[src/rtl/dcache_req_arbiter.sv]
// dcache_req_arbiter: shares the DCache request port between pipeline and store drain
module dcache_req_arbiter #(
  parameter int ADDR_WIDTH   = 32,
  parameter int DATA_WIDTH   = 32,
  parameter int STARVE_LIMIT = 8
) (
  input  logic                    clk,
  input  logic                    rst,
  input  logic                    flush,
  input  logic                    p_req,
  input  logic [ADDR_WIDTH-1:0]   p_addr,
  input  logic                    p_we,
  input  logic [DATA_WIDTH/8-1:0] p_sel,
  input  logic [DATA_WIDTH-1:0]   p_wdata,
  input  logic [2:0]              p_type,
  output logic                    p_ack,
  input  logic                    s_req,
  input  logic                    s_urgent,
  input  logic [ADDR_WIDTH-1:0]   s_addr,
  input  logic [DATA_WIDTH/8-1:0] s_sel,
  input  logic [DATA_WIDTH-1:0]   s_wdata,
  input  logic [2:0]              s_type,
  output logic                    s_ack,
  output logic                    dc_ce,
  output logic [ADDR_WIDTH-1:0]   dc_addr,
  output logic                    dc_we,
  output logic [DATA_WIDTH/8-1:0] dc_sel,
  output logic [DATA_WIDTH-1:0]   dc_data,
  output logic [2:0]              dc_type,
  input  logic                    dc_ready,
  input  logic                    dc_ack,
  output logic [1:0]              owner
);
  localparam int CW = $clog2(STARVE_LIMIT + 1);
  typedef enum logic [1:0] {S_IDLE, S_ISSUE, S_WAIT} state_t;
  state_t                  r_state, w_next;
  logic [CW-1:0]           r_starve;
  logic [1:0]              r_owner;
  logic                    r_flushed;
  logic [ADDR_WIDTH-1:0]   r_addr;
  logic                    r_we;
  logic [DATA_WIDTH/8-1:0] r_sel;
  logic [DATA_WIDTH-1:0]   r_data;
  logic [2:0]              r_type;
  logic                    w_p_ok, w_s_win, w_grant, w_done, w_abort;
  // State register
  always_ff @(posedge clk)
    r_state <= rst ? S_IDLE : w_next;
  // Arbitration, next state and handshake outputs; a flushing pipeline counts as not requesting
  always_comb begin
    w_p_ok  = p_req & !flush;
    w_s_win = s_req & (s_urgent | (r_starve == CW'(STARVE_LIMIT)) | !w_p_ok);
    w_grant = (r_state == S_IDLE) & (w_s_win | w_p_ok);
    w_done  = dc_ack & (((r_state == S_ISSUE) & dc_ready) | (r_state == S_WAIT));
    w_abort = (r_state == S_ISSUE) & (r_owner == 2'b01) & flush & !dc_ready;
    w_next  = r_state;
    if (r_state == S_IDLE) w_next = w_grant ? S_ISSUE : S_IDLE;
    else if (r_state == S_ISSUE) w_next = dc_ready ? (dc_ack ? S_IDLE : S_WAIT) : (w_abort ? S_IDLE : S_ISSUE);
    else w_next = dc_ack ? S_IDLE : S_WAIT;
    dc_ce = r_state == S_ISSUE;
    p_ack = w_done & (r_owner == 2'b01) & !(r_flushed | flush);
    s_ack = w_done & (r_owner == 2'b10);
  end
  // Latch the winner's payload on grant; owner and flush history live for one transaction
  always_ff @(posedge clk) begin
    if (rst) begin
      r_owner   <= 2'b00;
      r_flushed <= 1'b0;
      r_addr    <= '0;
      r_we      <= 1'b0;
      r_sel     <= '0;
      r_data    <= '0;
      r_type    <= 3'b000;
    end else if (w_grant) begin
      r_owner   <= w_s_win ? 2'b10 : 2'b01;
      r_flushed <= 1'b0;
      r_addr    <= w_s_win ? s_addr : p_addr;
      r_we      <= w_s_win | p_we;
      r_sel     <= w_s_win ? s_sel : p_sel;
      r_data    <= w_s_win ? s_wdata : p_wdata;
      r_type    <= w_s_win ? s_type : p_type;
    end else if (w_next == S_IDLE) begin
      r_owner   <= 2'b00;
      r_flushed <= 1'b0;
    end else begin
      r_flushed <= r_flushed | flush;
    end
  end
  // Anti-starvation count of pipeline grants taken while a store waits; only evaluated in IDLE
  always_ff @(posedge clk) begin
    if (rst) r_starve <= '0;
    else if (r_state == S_IDLE) r_starve <= (!s_req | w_s_win) ? '0 : (w_p_ok ? r_starve + CW'(1) : r_starve);
  end
  assign owner   = r_owner;
  assign dc_addr = r_addr;
  assign dc_we   = r_we;
  assign dc_sel  = r_sel;
  assign dc_data = r_data;
  assign dc_type = r_type;
endmodule

[config.mk]
export PLATFORM = sky130hd
export DESIGN_NAME = dcache_req_arbiter
export DESIGN_NICKNAME = d
export VERILOG_FILES = /design/src/rtl/dcache_req_arbiter.sv
export SDC_FILE = /design/constraint.sdc
export NUM_CORES = 1
export LEC_CHECK = 0
export CORE_MARGIN = 1.5
export CORE_UTILIZATION = 42
export CTS_CLUSTER_DIAMETER = 120
export CTS_CLUSTER_SIZE = 25
export DETAILED_ROUTE_END_ITERATION = 7
export MAX_ROUTING_LAYER = met4
export PLACE_DENSITY = 0.87
export SYNTH_ARGS = -nofsm -noshare
export SYNTH_HDL_FRONTEND = slang
export SYNTH_SLANG_ARGS = --single-unit
export TNS_END_PERCENT = 30
[constraint.sdc]
create_clock -name clk -period 4 [get_ports clk]
set_input_delay 0.8 -clock clk [delete_from_list [all_inputs] [get_ports clk]]
set_output_delay 0.8 -clock clk [all_outputs]
set_load 0.1 [all_outputs]
==> impl_metrics.json <==
{
  "cts_tree": "yes",
  "required_ns": 3.20,
  "syn-num-nets": 535,
  "n_antenna_cell": 0,
  "yosysMostFrequentCell": "dfxtp_1",
  "grt_pass1_wl_mm": 19.3,
  "endpoint_kind": "output pin",
  "status": "finished clean",
  "dp_hpwl_mm": 8.73,
  "fin_skew_ns": 0.0179,
  "p_total_mw": 2.83,
  "post_cts_buffers": 0,
  "cp-start-kind": "flop",
  "wl_per_cell_um": 17.2,
  "cts_resized": 0,
  "worst_pin_slew_ns": 1.18,
  "critPathLaunch": "r_state[0]",
  "syn_avg_cell_area_sq_um": 10.5,
  "ys.flop_type": "dfxtp_1",
  "cts.sinks": 81,
  "cts.reportedPaths.clkPinSlew_ns": 0.08,
  "first_iter_violations": 86,
  "synth_top_area_cell": "dfxtp_1",
  "async_reset_ff_share_pct": 0,
  "ys_types": 31,
  "wl_mm": 12.4,
  "hold_buffers": 0,
  "reg2reg_depth": 5,
  "fp-row-count": 35,
  "drt-vias-per-instance": 5.42,
  "die_h_um": 101,
  "fin_nets": 740,
  "max-cap-violations": 0,
  "r2r_setup_slack_ns": 1.63,
  "io_buffers": 227,
  "finalCriticalPeriod_ns": 2.91,
  "timing.final.crit_share_pct": 72.7,
  "clock_path_buffers": 2,
  "grt_overflow": 0,
  "syn_area_sq_um": 4010,
  "ys_ff_latch": 81,
  "synth_area_leaders": "dfxtp_1 40%, a22oi_2 22%, a21oi_2 15%",
  "hold_viol": 0,
  "setup_slack_ns": 1.09,
  "grt_max_degree": 72,
  "worstReg2RegStart": "r_state[1]",
  "drive_gt1_share_pct": 29.2,
  "dieArea_sq_um": 10200,
  "power_density_nw_per_um2": 431,
  "rsz0062_at_grt": "no",
  "arrival_ns": 2.11,
  "clk_latency_ns": 0.34,
  "synth_edf_count": 0,
  "cts-root-buf": "clkbuf_8",
  "synth_commonest_cells": "81 x dfxtp_1, 72 x nand3_1, 71 x a21oi_2",
  "yosysWarnings": 0,
  "relSlewSlack_pct": 21.3,
  "gp_congestion": 0.818,
  "vdd_drop_max_mv": 0.251,
  "holdPathStages": 2,
  "synth_top_area_share_pct": 40.4,
  "route.detailed.drc": 0,
  "coreArea_sq_um": 9240,
  "dieWidth_um": 101,
  "pin_count": 228,
  "grt_pass1_vias": 3970,
  "leakagePower_nw": 2.15,
  "htree_levels": 3,
  "final_max_slew_viol_count": 0,
  "cp_max_fo": 5,
  "r2r-end": "dc_type[0]",
  "netlist_instances": 382,
  "first_pass_iters": 4,
  "worst-setup-path-type": "reg2out",
  "start_util_pct": 43.4,
  "pre_cts_slack_ns": 0.807,
  "yosysSeqAreaShare_pct": 40.4,
  "endpoint": "dc_ce",
  "numCtsBuffers": 9,
  "grt_use_total_pct": 24.6,
  "antenna_found_initial": 0,
  "finalSetupViolations": 0,
  "holdCritPathClass": "reg2reg",
  "vias": 3909,
  "max_freq_mhz": 344,
  "ant_nets": 0,
  "area_delta_synth_final_pct": 63.5
}
[logic make-up (layout without fill, tap and decap cells)]
| family | after synthesis | in the layout | synth area share [%] |
|---|---|---|---|
| buffers and inverters | 47 | 257 | 6.23 |
| flip-flops | 81 | 81 | 40.4 |
| XOR/XNOR | 3 | 3 | 0.655 |
| AO/OA/AOI/OAI | 155 | 155 | 40.2 |
| AND/OR/NAND/NOR | 93 | 93 | 11.6 |
| adder cells (fa/ha/maj) | 2 | 2 | 0.623 |
| multiplexers | 1 | 1 | 0.249 |
[where the power goes]
group | internal [mW] | switching, mW | total [mW] | leakage (nW)
registers | 0.879 | 0.0501 | 0.929 | 0.668
logic | 0.385 | 0.794 | 1.18 | 1.36
clock network | 0.432 | 0.290 | 0.722 | 0.120
[cells in the final DEF (no fill, tap or decap), types with 2 or more instances in the layout]
master,Yosys,layout
nor2b_1,2,2
nor3_1,6,5
inv_1,7,7
a21oi_2,71,70
clkdlybuf4s50_1,0,224
nor2_1,5,4
buf_4,0,8
dfxtp_1,81,81
bufinv_16,0,3
ha_1,2,2
nand2_1,3,3
nand3_1,72,72
xor2_1,2,2
buf_12,0,2
clkbuf_8,0,10
a22oi_2,70,70
a21oi_1,4,4
[how the worst min path moves through the flow]
stage	from	endpoint	slack, ns
after global placement	r_flushed	r_flushed	0.45
after CTS	r_flushed	r_flushed	0.51
after global routing	owner[0]	owner[0]	0.55
final	r_flushed	r_flushed	0.51
after detailed placement	r_flushed	r_flushed	0.49
after floorplan	r_flushed	r_flushed	0.44
[per-layer routing]
metal,share of wire [%],vias to the layer above,track usage (%)
met2,52,163,43.1
met3,5.8,22,4.09
li1,-,1834,-
met1,40,1890,28.5
met4,2.0,0,7.80
met5,0,-,-
[final cells by class]
| cell class | instances | area (sq um) |
|---|---|---|
| fillers | 729 | 2680 |
| repair buffers | 234 | 2340 |
| multi-input cells | 254 | 2170 |
| flip-flops and latches | 81 | 1620 |
| well taps | 129 | 161 |
| clock buffers | 11 | 141 |
| clock inverters | 5 | 103 |
| inverters | 7 | 26.3 |
[worst max-delay path, stage by stage, from the launching register on]
cell,delay (ns)
dfxtp_1,0.39
inv_1,0.07
nor2_1,0.14
clkdlybuf4s50_1,1.17
[registers in the layout, summed over array words and instances (netlist names), 2 cells and up]
signal    cells
dc_addr      32
dc_data      32
dc_sel        4
r_starve      4
dc_type       3
owner         2
r_state       2
[metrics by stage]
stage	setup TNS (ns)	cell area (sq um)	utilization [%]	std cells	hold WS, ns
CTS	0	6560	71.0	721	0.509
global placement	0	6320	68.4	705	0.448
floorplan	-0.0861	4020	-	382	0.437
global route	0	6560	71.0	721	0.552
finish	0	6560	71.0	721	0.512
detailed placement	0	6320	68.4	705	0.491
Power figures use the tool's default switching activity.
